--- config.mk ---
export PLATFORM = sky130hd
export DESIGN_NAME = hist_readout
export DESIGN_NICKNAME = d
export VERILOG_FILES = /design/src/rtl/hist_readout.sv
export SDC_FILE = /design/constraint.sdc
export NUM_CORES = 1
export LEC_CHECK = 0
export BUFFER_PORTS_ARGS = -buffer_cell sky130_fd_sc_hd__buf_2
export CORE_MARGIN = 2
export CORE_UTILIZATION = 54
export CTS_BUF_LIST = sky130_fd_sc_hd__clkbuf_4 sky130_fd_sc_hd__clkbuf_8
export CTS_CLUSTER_SIZE = 8
export DETAILED_ROUTE_END_ITERATION = 12
export PLACE_DENSITY_LB_ADDON = 0.15
export REMOVE_ABC_BUFFERS = 1
export SETUP_SLACK_MARGIN = 0.4
export SYNTH_ARGS = -nofsm -noshare
export SYNTH_HDL_FRONTEND = slang
export SYNTH_SLANG_ARGS = --single-unit
export TNS_END_PERCENT = 50
--- constraint.sdc ---
create_clock -name clk -period 1.85 [get_ports clk]
set_input_delay 0.37 -clock clk [delete_from_list [all_inputs] [get_ports clk]]
set_output_delay 0.37 -clock clk [all_outputs]
set_load 0.05 [all_outputs]
--- src/rtl/hist_readout.sv ---
`default_nettype none
// ============================================================================
// Module  : hist_readout
// Brief   : Freezes the histogrammer, scans every RAM bin and streams a framed
//           byte sequence (header, MSB/LSB per bin, XOR checksum) to a UART TX.
// Rev     : 1.0  initial release
// ============================================================================
module hist_readout #(
    parameter int ADDR_WIDTH    = 10,
    parameter int DATA_WIDTH    = 16,
    parameter int DEPTH         = 1024,
    parameter int CLEAR_ON_READ = 1
) (
    input  logic                  clk,
    input  logic                  rst,
    input  logic                  start,
    output logic                  busy,
    output logic                  hist_hold,
    output logic                  done,
    output logic [ADDR_WIDTH-1:0] ram_addr,
    input  logic [DATA_WIDTH-1:0] ram_rd_data,
    output logic                  ram_wr_en,
    output logic [DATA_WIDTH-1:0] ram_wr_data,
    output logic [7:0]            tx_data,
    output logic                  tx_valid,
    input  logic                  tx_ready
);

    localparam logic [7:0]            c_HDR0      = 8'hA5;
    localparam logic [7:0]            c_HDR1      = 8'h5A;
    localparam logic [ADDR_WIDTH-1:0] c_LAST_ADDR = ADDR_WIDTH'(DEPTH - 1);

    typedef enum logic [3:0] {
        S_IDLE      = 4'd0,
        S_HDR0      = 4'd1,
        S_HDR1      = 4'd2,
        S_RD_ADDR   = 4'd3,
        S_RD_WAIT   = 4'd4,
        S_SEND_MSB  = 4'd5,
        S_SEND_LSB  = 4'd6,
        S_CLEAR     = 4'd7,
        S_NEXT      = 4'd8,
        S_SEND_CSUM = 4'd9,
        S_DONE      = 4'd10
    } state_t;

    state_t                r_state;
    state_t                w_next;
    logic [ADDR_WIDTH-1:0] r_addr;
    logic [DATA_WIDTH-1:0] r_buf;
    logic [7:0]            r_csum;

    always_ff @(posedge clk) begin
        if (rst) begin
            r_state <= S_IDLE;
        end else begin
            r_state <= w_next;
        end
    end

    // tx_data/tx_valid are pure functions of state and the registered buffer,
    // so they stay stable for as long as the transmitter stalls.
    always_comb begin
        w_next    = r_state;
        busy      = 1'b1;
        done      = 1'b0;
        ram_wr_en = 1'b0;
        tx_valid  = 1'b0;
        tx_data   = 8'h00;
        case (r_state)
            S_IDLE: begin
                busy = 1'b0;
                if (start) begin
                    w_next = S_HDR0;
                end
            end
            S_HDR0: begin
                tx_valid = 1'b1;
                tx_data  = c_HDR0;
                if (tx_ready) begin
                    w_next = S_HDR1;
                end
            end
            S_HDR1: begin
                tx_valid = 1'b1;
                tx_data  = c_HDR1;
                if (tx_ready) begin
                    w_next = S_RD_ADDR;
                end
            end
            S_RD_ADDR: begin
                w_next = S_RD_WAIT;
            end
            S_RD_WAIT: begin
                w_next = S_SEND_MSB;
            end
            S_SEND_MSB: begin
                tx_valid = 1'b1;
                tx_data  = r_buf[DATA_WIDTH-1 -: 8];
                if (tx_ready) begin
                    w_next = S_SEND_LSB;
                end
            end
            S_SEND_LSB: begin
                tx_valid = 1'b1;
                tx_data  = r_buf[7:0];
                if (tx_ready) begin
                    w_next = (CLEAR_ON_READ != 0) ? S_CLEAR : S_NEXT;
                end
            end
            S_CLEAR: begin
                ram_wr_en = 1'b1;
                w_next    = S_NEXT;
            end
            S_NEXT: begin
                w_next = (r_addr == c_LAST_ADDR) ? S_SEND_CSUM : S_RD_ADDR;
            end
            S_SEND_CSUM: begin
                tx_valid = 1'b1;
                tx_data  = r_csum;
                if (tx_ready) begin
                    w_next = S_DONE;
                end
            end
            S_DONE: begin
                busy   = 1'b0;
                done   = 1'b1;
                w_next = S_IDLE;
            end
            default: begin
                busy   = 1'b0;
                w_next = S_IDLE;
            end
        endcase
    end

    always_ff @(posedge clk) begin
        if (rst) begin
            r_addr <= '0;
            r_buf  <= '0;
            r_csum <= 8'h00;
        end else begin
            case (r_state)
                S_HDR1: begin
                    if (tx_ready) begin
                        r_csum <= 8'h00;
                        r_addr <= '0;
                    end
                end
                S_RD_WAIT: begin
                    r_buf <= ram_rd_data;
                end
                S_SEND_MSB: begin
                    if (tx_ready) begin
                        r_csum <= r_csum ^ r_buf[DATA_WIDTH-1 -: 8];
                    end
                end
                S_SEND_LSB: begin
                    if (tx_ready) begin
                        r_csum <= r_csum ^ r_buf[7:0];
                    end
                end
                S_NEXT: begin
                    // Saturate at the last bin; the address is left there after DONE.
                    if (r_addr != c_LAST_ADDR) begin
                        r_addr <= r_addr + 1'b1;
                    end
                end
                default: begin
                end
            endcase
        end
    end

    assign ram_addr    = r_addr;
    assign hist_hold   = busy;
    assign ram_wr_data = '0;

endmodule
`default_nettype wire

-- Word-level counts from Yosys, hierarchy flattened
Cells that the tools add are included.
- mux-type cells: 20
- divide/modulo/power cells: 0
- order comparisons: 0
- bitwise operators: 2
- $mul: 0
- equality and inequality tests: 19
- reductions and logical operators: 8
- shifts and indexed selects: 0
- add/sub/neg operators: 1
- operators with widths (kind ; count):
    $pmux W4 S10 ; 1
    $pmux W8 S5 ; 1
    $mux W4 ; 7
    $mux W8 ; 3
    $pmux W8 S3 ; 1
    $mux W10 ; 2
    $pmux W10 S2 ; 1
    $eq A4 B3 Y1 const B ; 4
    $xor A8 B8 Y8 ; 2
    $ne A2 B2 Y1 const B ; 7
    $eq A4 B4 Y1 const B ; 3
    $add A10 B1 Y10 const B ; 1
    $eq A10 B10 Y1 const B ; 1
    $ne A10 B10 Y1 const B ; 1
    $reduce_or A9 Y1 ; 1
    $eq A4 B2 Y1 const B ; 2
    $reduce_and A6 Y1 ; 1
    $reduce_or A5 Y1 ; 1
    $eq A4 B1 Y1 const B ; 1
    $logic_not A4 Y1 ; 1
    $mux W1 ; 4
    $reduce_and A4 Y1 ; 1
    $reduce_and A3 Y1 ; 1
    $reduce_bool A3 Y1 ; 1
    $reduce_bool A2 Y1 ; 1
- memory bits (writable): 0
- memory bits (read-only): 0
- bits in latches: 0
- register bits: 38
- memories kept: 0
- logic and storage cells: 54
- output and inout bits: 39
- input port bits: 20

-- Logic depth before layout (Yosys ltp)
- depth after elaboration: 3
- depth in mapped cells: 6
- depth with buffers taken out: 5

-- Worst setup path before layout
Ideal clock, no wire load.
- kind: register to output
- from: register r_state[2]
- to: output port tx_data[0]
- stages on the path, launching flop included: 7
- path slack: -790 ps
- arrival: 2270 ps
- path buffers: 2
- data required time: 1480 ps
- path through: dfxtp_1 > buf_2 > buf_2 > nand2_1 > nor2_1 > a22oi_1 > o21ai_0
- word-level cells in the longest chain between the ends: 2
- elaborated cells on any way between the ends: 6
- those cells by class: eq/ne (5); mux (1)
- ends and longest elaborated chain (element ; line ; source):
    start, declared ; 47 ; state_t r_state;
    start signal, assigned ; 57 ; r_state <= w_next;
    $eq A4 B4 Y1, or another cell as far along ; 70 ; case (r_state)
    $pmux W8 S5 * ; 70 ;
    end, declared ; 24 ; output logic [7:0] tx_data,
Mark *: on every way between the ends. The rest lies on a longest branch, timed or not.

-- Worst setup path in the final report
- from: register r_state[1]
- to: output port tx_valid
- word-level cells in the longest chain between the ends: 3
- elaborated cells on any way between the ends: 7
- those cells by class: eq/ne (5); mux (1); reduce/logical (1)
- ends and longest elaborated chain (element ; line ; source):
    $eq A4 B3 Y1, or another cell as far along ; 70 ;
    $reduce_or A5 Y1 (no line) * ; -- ;
    $mux W1 * ; 70 ;
    end, declared ; 25 ; output logic tx_valid,
Marks and branches as above.

==> metrics.md <==
| Metric | Value |
|---|---|
| Critical Path Fanout Max | 7 |
| Kind of critical path | flip-flop to output port |
| Critical path buffer and inverter count | 2 |
| Simple-gate portion of the synthesized area | 0.275 |
| H-Tree Level Count | 2 |
| Via density | around 5.6 |
| Switching power share of the total | 0.334 |
| FF+latch count, synth | 38 |
| Met3 Use GR | 0.0510 |
| Final min period | 1.84 ns |
| Synth Area in Compound Gates | 0.207 |
| Routed WL | 6210 um |
| HPWL Detailed | 3800 um |
| Synth Flop Type | dfxtp_1 |
| Cell-internal power | 1.71 mW |
| Pre-antenna DRT Iters | 4 |
| Critical Path End Type | output port |
| Tcrit/Tclk final | 0.993 |
| Reg area | 777 um2 |
| Slowest CP cell | dfxtp_4 |
| Die Y | slightly below 70 um |
| I/O Buffers | 42 |
| Synth Area in XOR/XNOR | 0.0276 |
| Hold Path Cell Cnt | 3 |
| Multi-input gate area | 1510 um2 |
| Final core utilization | 0.795 |
| Placeable Area | 3970 um2 |
| Area Growth Syn to Fin | 42.3% |
| Layout cells sized above 1 | 0.406 |
| Total net switching power | 0.858 mW |
| Worst hold-check path type | input pin to flip-flop |
| Crit path cell chain | buf_6 > or3b_4 > nand2_4 > buf_8 |
| Remaining DRCs | 0 |
| Clk sinks | 38 |
| Fmax | about 540 MHz |
| CTS tree | done |
| CTS Buf Count | 5 |
| Cell variety after synth | 49 |
| Register area share after synthesis | 0.343 |
| Worst Setup Start Kind | flip-flop |
| NumNets Final | 375 |
| Mux cell area share after synthesis | 0.0406 |
| Final Hold Violating Endpoints | 0 |
| Yosys warning count | 0 |
| MaxCap Viol Count | 0 |
| WL/cell | about 15 um |
| GRT Resource Usage Total | 0.262 |
| Number of DRC markers in iteration 0 | 136 |
| Placed Cells | 382 |
| Final Wtd Congestion | slightly above 0.8 |
| Status | finished clean |
| Comb pwr share | 0.322 |
| Post-route ant nets | 0 |
| Worst IR Drop VDD | 0.527 mV |
| Vias | ~2300 |
| Sequential power share | 0.339 |
| Pin count of the biggest net entering global routing | 17 |
| # IOs | between 50 and 60 |
| Initial Util | 0.559 |
| Crit path required time | 1.48 ns |
| Setup Skew | 0.00683 ns |
| Antenna violations before repair | 0 |
| Cell count of the worst reg-to-reg path | 6 |
| DIE AREA | between 4000 and 5000 um2 |
| Clk slew on worst S/H paths | 0.08 ns |
| PD cells | 813 nW/um2 |
| P_leak | 1.19 nW |
| Met2 usage | 0.455 |
| First-pass GRT wire length | 9050 um |
| GR met1 Demand/Resource | 0.309 |
| Syn avg cell area | between 7 and 8 um2 |
| Vias in the first global route | 2031 |
| Filler cell count | about 260 |
| Main combinational cell family by area after synthesis | simple AND/OR/NAND/NOR gates |
| CP Depth | 4 |
| Delay-heaviest family, CP | simple AND/OR/NAND/NOR gates |
| Site row count | 23 |
| Final Max Tran Viols | 0 |
| Ant diodes | 0 |
| Mapped cell area | 2220 um2 |
| Final setup vio count | 0 |
| FFs w/ async S/R, synth | 0 |
| Worst EP arrival | about 1.5 ns |
| Chip width | 68.1 um |
| Finished Layout Cells | 405 |
| Clock Latency Late Sink | approximately 0.30 ns |
| Remaining global-route overflow | 0 |
| Crit-path max cell delay | 0.43 ns |
| Number of synthesized flops with an enable pin | 0 |
| Adder-cell share of the synthesized area | 0.00564 |
| Unrepaired setup endpoints after global routing | yes |
| Clock root buffer | clkbuf_8 |
| CTS Buffer Depth | 2 |
| Grt peak-use layer | met2 |
| Clk pwr share | 0.339 |
| Cells after Synth | 280 |
## final cells by class
type / instances / share of cell area
Multi-Input combinational cell: 222 / 0.479
Inverter: 3 / 0.00357
Clock inverter: 3 / 0.0218
Tap cell: 50 / 0.0198
Clock buffer: 5 / 0.0218
Timing Repair Buffer: 84 / 0.208
Sequential cell: 38 / 0.246
## logic make-up (layout without fill, tap and decap cells)
kind of cell,Yosys count,in the layout
simple gates,114,115
flops,38,38
other cells,1,16
buf+inv,36,95
fa+ha+maj,1,1
compound gates,74,74
mux,9,9
xor+xnor,7,7
## power groups by stage
stage	clock network, mW	logic [mW]	registers [mW]
after floorplan	0	0.387	0.892
after global placement	0	0.566	0.882
after detailed placement	0	0.572	0.882
after CTS	0.874	0.722	0.864
after global routing	0.914	0.871	0.875
final	0.870	0.827	0.871
## final timing paths
kind,slack (ns),end,startpoint
setup / recovery,0.01,tx_valid,r_state[1]
setup reg to reg,0.02,ram_addr[9],r_state[1]
hold reg to reg,0.48,r_buf[3],r_buf[3]
hold / removal,0.30,r_buf[8],ram_rd_data[8]
## layer usage
layer	routed length (um)	vias to the layer above
met4	91	0
met2	3230	83
met3	330	11
met1	2560	1087
met5	0	-
li1	-	1107
## through the flow
stage               hold WS, ns  worst slack (ns)  setup TNS, ns  total power [mW]  instance area [um2]
finish                    0.297            0.0123              0              2.57                 3160
global route              0.310           -0.0814         -0.413              2.66                 3160
CTS                       0.296            0.0279              0              2.46                 2960
floorplan                 0.438            -0.910          -8.96              1.28                 2070
detailed placement        0.461           -0.0115        -0.0115              1.45                 2550
global placement          0.460            0.0539              0              1.45                 2550
## cell usage after synthesis, drive strengths merged (2+ instances only)
cell type,instances,area (um2)
nand2,51,191
dfxtp,38,761
a21oi,29,145
buf,24,176
o21ai,20,104
nor2,13,53.8
nand2b,12,75.1
a22oi,9,67.6
clkbuf,9,33.8
mux2i,9,90.1
or3,9,56.3
nand3,7,35.0
and3,4,25.0
xor2,4,35.0
inv,3,11.3
nor3,3,15.0
o2111ai,3,26.3
xnor2,3,26.3
a21o,2,15.0
a311oi,2,17.5
and2b,2,17.5
and4,2,17.5
nor4,2,27.5
## cells in the final DEF (no fill, tap or decap), types with 2 or more instances in the layout
master and n:
nand2_1 48, dfxtp_1 33, buf_4 31, a21oi_1 28
buf_2 27, buf_6 23, conb_1 16, nand2b_1 11
o21ai_0 10, or3_1 9, a22oi_2 8, o21ai_2 7
nand3_1 7, mux2i_1 7, nor2_1 7, clkbuf_8 5
nor2_4 4, xor2_1 4, dfxtp_4 4, inv_1 3
and3_4 3, xnor2_1 3, nand2_4 2, o21ai_1 2
a311oi_1 2, and4_1 2, nor2_2 2, o2111ai_2 2
nor3_1 2, a21o_1 2, bufinv_16 2, clkbuf_4 2
## registers in the layout, summed over array words and instances, names as in the netlist
name and cells:
r_buf 16, ram_addr 10, r_csum 8, r_state 4
## worst reg2reg max path: cells and delay by family, from the launching register on
| kind | cells | cell delay [ns] |
|---|---|---|
| simple gates | 3 | 0.71 |
| buf+inv | 2 | 0.27 |
| flops | 1 | 0.43 |
| compound gates | 1 | 0.35 |
## what timing repair did
action	4_1_cts	5_1_grt
buffers inserted	11	3
pin swaps	17	19
cloned	0	1
endpoints found under the hold margin	0	0
endpoints found under the setup margin	49	51
gates resized for setup	67	42
hold buffers	0	0
No activity file was read; power rests on OpenSTA's default activity.
